$ cat src/rtl/matrix_op_sequencer.sv
// Matrix op sequencer: slot lookup, checks, operand load, ALU start/wait, then commit or error.
// Accept at cycle 0; load at 3; start at 4; commit one cycle after alu_done; cmd_ready stays low until the drain ends.
module matrix_op_sequencer #(
  parameter int TIMEOUT      = 255,
  parameter int DRAIN_CYCLES = 40
) (
  input  logic        clk,
  input  logic        rst_n,
  input  logic        cmd_valid,
  output logic        cmd_ready,
  input  logic [1:0]  cmd_op,
  input  logic [3:0]  cmd_a_id,
  input  logic [3:0]  cmd_b_id,
  input  logic [29:0] list_m_flat,
  input  logic [29:0] list_n_flat,
  input  logic [9:0]  list_valid_flat,
  output logic        req_list_info,
  output logic        load_operands,
  output logic [3:0]  operand_a_id,
  output logic [3:0]  operand_b_id,
  output logic        alu_start,
  output logic [1:0]  alu_op,
  input  logic        alu_done,
  input  logic [2:0]  alu_res_m,
  input  logic [2:0]  alu_res_n,
  output logic        op_done,
  output logic [2:0]  result_m,
  output logic [2:0]  result_n,
  output logic        busy,
  output logic        err_valid,
  output logic [1:0]  err_code
);

  localparam int TW = $clog2(TIMEOUT + 2);
  localparam int DW = $clog2(DRAIN_CYCLES + 2);
  localparam logic [TW-1:0] T_LIMIT = TW'(TIMEOUT);
  localparam logic [DW-1:0] D_LAST  = DW'(DRAIN_CYCLES - 1);

  localparam logic [1:0] OP_ADD = 2'd0;
  localparam logic [1:0] OP_TR  = 2'd1;
  localparam logic [1:0] OP_SC  = 2'd2;
  localparam logic [1:0] OP_MUL = 2'd3;

  typedef enum logic [3:0] {
    S_IDLE, S_LIST, S_CHECK, S_LOAD, S_START, S_WAIT, S_COMMIT, S_DRAIN, S_ERR
  } state_t;

  state_t          state_q, state_d;
  logic [1:0]      op_q;
  logic [3:0]      a_id_q, b_id_q;
  logic [2:0]      exp_m_q, exp_n_q;
  logic [2:0]      res_m_q, res_n_q;
  logic [1:0]      err_code_q, err_d;
  logic [TW-1:0]   tcnt_q;
  logic [DW-1:0]   dcnt_q;

  // Ids above 9 never match a slot, so they read back as invalid with zero dims.
  function automatic logic [2:0] slot_dim(input logic [29:0] flat, input logic [3:0] id);
    logic [2:0] r;
    r = '0;
    for (int k = 0; k < 10; k++) begin
      if (id == 4'(k)) r = flat[3*k +: 3];
    end
    return r;
  endfunction

  function automatic logic slot_ok(input logic [9:0] vld, input logic [3:0] id);
    logic r;
    r = 1'b0;
    for (int k = 0; k < 10; k++) begin
      if (id == 4'(k)) r = vld[k];
    end
    return r;
  endfunction

  logic [2:0] a_m, a_n, b_m, b_n, chk_m, chk_n;
  logic       a_ok, b_ok, need_b, dims_ok, res_ok;

  always_comb begin
    a_m     = slot_dim(list_m_flat, a_id_q);
    a_n     = slot_dim(list_n_flat, a_id_q);
    b_m     = slot_dim(list_m_flat, b_id_q);
    b_n     = slot_dim(list_n_flat, b_id_q);
    a_ok    = slot_ok(list_valid_flat, a_id_q);
    b_ok    = slot_ok(list_valid_flat, b_id_q);
    need_b  = (op_q == OP_ADD) || (op_q == OP_MUL);
    dims_ok = 1'b1;
    chk_m   = a_m;
    chk_n   = a_n;
    case (op_q)
      OP_ADD: dims_ok = (a_m == b_m) && (a_n == b_n);
      OP_TR: begin
        chk_m = a_n;
        chk_n = a_m;
      end
      OP_MUL: begin
        dims_ok = (a_n == b_m);
        chk_n   = b_n;
      end
      default: ;
    endcase
    res_ok = (alu_res_m == exp_m_q) && (alu_res_n == exp_n_q);
  end

  always_comb begin
    state_d = state_q;
    err_d   = 2'd0;
    case (state_q)
      S_IDLE:   if (cmd_valid) state_d = S_LIST;
      S_LIST:   state_d = S_CHECK;
      S_CHECK: begin
        if (!a_ok || (need_b && !b_ok)) begin
          state_d = S_ERR;
          err_d   = 2'd1;
        end else if (!dims_ok) begin
          state_d = S_ERR;
          err_d   = 2'd2;
        end else begin
          state_d = S_LOAD;
        end
      end
      S_LOAD:   state_d = S_START;
      S_START:  state_d = S_WAIT;
      // A completion in the final allowed cycle beats the timeout.
      S_WAIT: begin
        if (alu_done) begin
          if (res_ok) begin
            state_d = S_COMMIT;
          end else begin
            state_d = S_ERR;
            err_d   = 2'd2;
          end
        end else if (tcnt_q == T_LIMIT) begin
          state_d = S_ERR;
          err_d   = 2'd3;
        end
      end
      S_COMMIT: state_d = S_DRAIN;
      S_DRAIN:  if (dcnt_q == D_LAST) state_d = S_IDLE;
      S_ERR:    state_d = S_IDLE;
      default:  state_d = S_IDLE;
    endcase
  end

  always_ff @(posedge clk or negedge rst_n) begin
    if (!rst_n) begin
      state_q    <= S_IDLE;
      op_q       <= 2'd0;
      a_id_q     <= 4'd0;
      b_id_q     <= 4'd0;
      exp_m_q    <= 3'd0;
      exp_n_q    <= 3'd0;
      res_m_q    <= 3'd0;
      res_n_q    <= 3'd0;
      err_code_q <= 2'd0;
      tcnt_q     <= '0;
      dcnt_q     <= '0;
    end else begin
      state_q <= state_d;
      case (state_q)
        S_IDLE: begin
          if (cmd_valid) begin
            op_q   <= cmd_op;
            a_id_q <= cmd_a_id;
            b_id_q <= cmd_b_id;
          end
        end
        S_CHECK: begin
          exp_m_q <= chk_m;
          exp_n_q <= chk_n;
        end
        S_START:  tcnt_q <= '0;
        S_WAIT: begin
          tcnt_q <= tcnt_q + TW'(1);
          if (alu_done && res_ok) begin
            res_m_q <= alu_res_m;
            res_n_q <= alu_res_n;
          end
        end
        S_COMMIT: dcnt_q <= '0;
        S_DRAIN:  dcnt_q <= dcnt_q + DW'(1);
        default: ;
      endcase
      if (state_d == S_ERR) err_code_q <= err_d;
    end
  end

  assign cmd_ready     = (state_q == S_IDLE);
  assign busy          = ~cmd_ready;
  assign req_list_info = (state_q == S_LIST);
  assign load_operands = (state_q == S_LOAD);
  assign operand_a_id  = a_id_q;
  assign operand_b_id  = (op_q == OP_TR || op_q == OP_SC) ? a_id_q : b_id_q;
  assign alu_start     = (state_q == S_START);
  assign alu_op        = op_q;
  assign op_done       = (state_q == S_COMMIT);
  assign result_m      = res_m_q;
  assign result_n      = res_n_q;
  assign err_valid     = (state_q == S_ERR);
  assign err_code      = err_code_q;

endmodule

$ cat config.mk
export PLATFORM = sky130hd
export DESIGN_NAME = matrix_op_sequencer
export DESIGN_NICKNAME = d
export VERILOG_FILES = /design/src/rtl/matrix_op_sequencer.sv
export SDC_FILE = /design/constraint.sdc
export NUM_CORES = 1
export LEC_CHECK = 0
export ABC_AREA = 1
export BUFFER_PORTS_ARGS = -buffer_cell sky130_fd_sc_hd__buf_2
export CORE_MARGIN = 1
export CORE_UTILIZATION = 52
export CTS_CLUSTER_DIAMETER = 100
export DETAILED_ROUTE_END_ITERATION = 16
export PLACE_DENSITY = 0.81
export SLEW_MARGIN = 20
export SYNTH_ARGS = -nofsm -noshare
export SYNTH_HDL_FRONTEND = slang
export SYNTH_SLANG_ARGS = --single-unit
$ cat constraint.sdc
create_clock -name clk -period 2.75 [get_ports clk]
set_clock_uncertainty 0.05 [all_clocks]
set_input_delay 0.55 -clock clk [delete_from_list [all_inputs] [get_ports clk]]
set_output_delay 0.55 -clock clk [all_outputs]
set_load 0.05 [all_outputs]
==> impl_metrics.tcl <==
set metrics [dict create \
    synthTopCellsByArea "dfrtp_1 (29%), nand2_1 (18%), nor2_1 (8.5%), nand3_1 (7.6%), inv_1 (7.3%)" \
    die_h_um 86.18 \
    core_um2 6832 \
    synth-edff-count 0 \
    first_pass_iters 5 \
    first_iter_violations 297 \
    maxSlewViolCount 0 \
    postRouteAntennaNets 0 \
    path_common_cell "nand2_1" \
    wl_per_cell_um 14.19 \
    final-setup-viol-count 0 \
    finalNetCount 822 \
    finalHoldViolCount 0 \
    antenna_cells 0 \
    fp-row-count 30 \
    tightestPinTransition_ns 0.9478 \
    holdWs_ns 0.3292 \
    synth.distinct_cells 41 \
    antenna_found_initial 0 \
    yosysWarnings 0 \
    route.vias.total 4482 \
    htreeDepth 2 \
    fin_crit_sh_pct 93.48 \
    ctsRootBufferMaster "clkbuf_8" \
    synth.most_common_cell "nand2_1" \
    reg2reg_setup_slack_ns 0.18 \
    hp-class "input port to asynchronous set/reset pin" \
    critical_path.max_stage_delay_ns 0.52 \
    hpwl_mm 9.534 \
    start_kind "register" \
    gr-usage-all-layers_pct 31.96 \
    clockBufferDepth 2 \
    cts.sinks 43 \
    port_buffers 114 \
    netlist_area_um2 3685 \
    seqCellArea_um2 1080 \
    syn_to_final_growth_pct 23.87 \
    drt-total-wl_mm 11.68 \
    synth_ff_type "dfrtp_1" \
    max_cap_violations 0 \
    crit_arrival_ns 2.68 \
    nFillCells 663 \
    multiInputGateArea_um2 2292 \
    die_w_um 86.18 \
    reg2reg_depth 15 \
    cp_num_buf_inv 0 \
    cp_slowest_cell "dfrtp_2" \
    drive_gt1_share_pct 24.76 \
    synth.top_cell.area_share_pct 29.20 \
    critPathKind "register to register" \
    synth-async-reset-ratio_pct 100.0 \
    synth_common_cells "nand2_1 (176), nor2_1 (83), inv_1 (72), nand3_1 (56), dfrtp_1 (43)" \
    netlist.top_cell.by_area "dfrtp_1" \
    leakage_nw 2.425 \
    worst_path_dominant_cell_family "simple AND/OR/NAND/NOR gates" \
    rsz0062_at_grt "yes" \
    syn_nets 696 \
    clock_latency_ns 0.30 \
    io_pins 115 \
    vdd.ir_drop.worst_v 0.0005011 \
    cts_tree "yes" \
    finalSetupTns_ns 0 \
    grt_max_degree 44 \
    numCtsBuffers 5 \
    vias_per_cell 5.446 \
    die_area_um2 7427 \
    drcViolationCount 0 \
    slew_headroom_pct 36.81 \
    syn_area_per_cell_um2 6.141 \
    grt_first_pass_wirelength_mm 18.91 \
    timing.rr.end "state_q[0]" \
    yosysSeqAreaShare_pct 29.20 \
    setup_ws_ns 0.1793 \
    max_freq_mhz 389.0 \
    crit_path_cell_trace "nor2_2, nand2_1, or2_0, nand2_1, nand4_1, nand2_1, nand3_1, nand2_1, nand2_1, nand2_1, nor2_1, nand3_1, nand2_1, nand2_1, nand3_1" \
    run_status "complete, no violations" \
    power_mw 4.674 \
    gp_congestion 1.058 \
    grt_pass1_vias 4285 \
    place_ws_ns 0.09753 \
    min_period_ns 2.571 \
    initial_core_util_pct 53.94 \
    cp.required_ns 2.86 \
    cp-end-kind "register" \
    synth_seq_cells 43 \
    stdcell_area_um2 4564 \
    crit_fanout 10 \
    synthCells 600 \
    placedInstanceArea_um2 4422 \
    path_clk_slew_ns 0.09 \
    timing.rr.start "operand_a_id[0]" \
    overflow 0 \
    power_density_nw_per_um2 1024 \
]
[worst reg2reg max path, cell delays in order (launching register included)]
cell and delay, ns:
dfrtp_2 0.52, nor2_2 0.27, nand2_1 0.19, or2_0 0.24
nand2_1 0.09, nand4_1 0.09, nand2_1 0.13, nand3_1 0.11
nand2_1 0.14, nand2_1 0.07, nand2_1 0.10, nor2_1 0.06
nand3_1 0.12, nand2_1 0.08, nand2_1 0.09, nand3_1 0.07
[stage by stage]
step	utilization, %	std cells
3_3_place_gp	64.73	813
4_1_cts	66.08	821
6_report	66.81	823
3_5_place_dp	64.73	813
5_1_grt	66.81	823
2_1_floorplan	-	600
[sequential cells by signal, summed over array words and instances (netlist names)]
register / count
tcnt_q: 9
dcnt_q: 6
b_id_q: 4
operand_a_id: 4
state_q: 4
exp_m_q: 3
exp_n_q: 3
result_m: 3
result_n: 3
alu_op: 2
err_code: 2
[placed cells by master (no fill, tap or decap), types with 2 or more instances in the layout]
cell,n
dfrtp_2,3
dfrtp_1,40
nor2_4,2
nor4_1,3
o211ai_1,3
ha_1,6
a21oi_1,38
nor3_1,7
buf_2,114
a22o_1,3
mux2_2,4
inv_2,11
buf_4,13
inv_1,72
clkinvlp_4,2
o22ai_1,5
nand2_2,5
nand2_1,175
xor2_1,4
or2_0,3
o31ai_1,2
nand4_1,16
nor2_1,79
nor3_4,3
nand3_1,56
o21ai_0,23
nor2_2,11
clkbuf_8,5
[worst max-delay path by stage]
stage	cells after the start	endpoint	startpoint
2_1_floorplan	4	operand_b_id[0]	alu_op[0]
3_3_place_gp	17	err_code[1]	operand_a_id[1]
3_5_place_dp	17	err_code[1]	operand_a_id[1]
4_1_cts	17	err_code[1]	operand_a_id[0]
5_1_grt	16	err_code[1]	operand_a_id[3]
6_report	15	state_q[0]	operand_a_id[0]
[power breakdown]
| part | total (mW) | switching [mW] | internal (mW) | leakage, nW |
|---|---|---|---|---|
| Sequential | 1.02 | 0.225 | 0.798 | 0.538 |
| Combinational | 3.22 | 2.29 | 0.931 | 1.85 |
| Clock | 0.428 | 0.246 | 0.182 | 0.0408 |
| Total | 4.67 | 2.76 | 1.91 | 2.43 |
[per-layer routing]
metal,vias to the layer above,wire length (um),track usage (%)
met4,0,312,13.33
met3,25,809,4.286
met1,2058,4984,41.17
met2,202,5571,54.04
met5,-,0,0
li1,2197,-,-
[logic make-up (layout without fill, tap and decap cells)]
logic type               after synthesis  count (layout)  share of synthesized area [%]
AO/OA/AOI/OAI                         85              85                          13.14
buffers and inverters                 91             218                          9.440
AND/OR/NAND/NOR                      366             366                          43.77
flip-flops                            43              43                          29.20
XOR/XNOR                               5               5                          1.188
multiplexers                           4               4                          1.222
adder cells (fa/ha/maj)                6               6                          2.037
[repair_timing]
action,in CTS,in global routing
setup buffers,0,2
hold buffers,0,0
setup endpoints to repair,0,5
gates resized for setup,0,11
[layout make-up]
class | count | area share [%]
clock buffers | 5 | 1.508
clock inverters | 3 | 0.5208
inverters | 83 | 6.826
multi-input cells | 466 | 50.22
flip-flops and latches | 43 | 23.66
well taps | 96 | 2.632
repair buffers | 127 | 14.64
(Power assumes the default switching activity.)
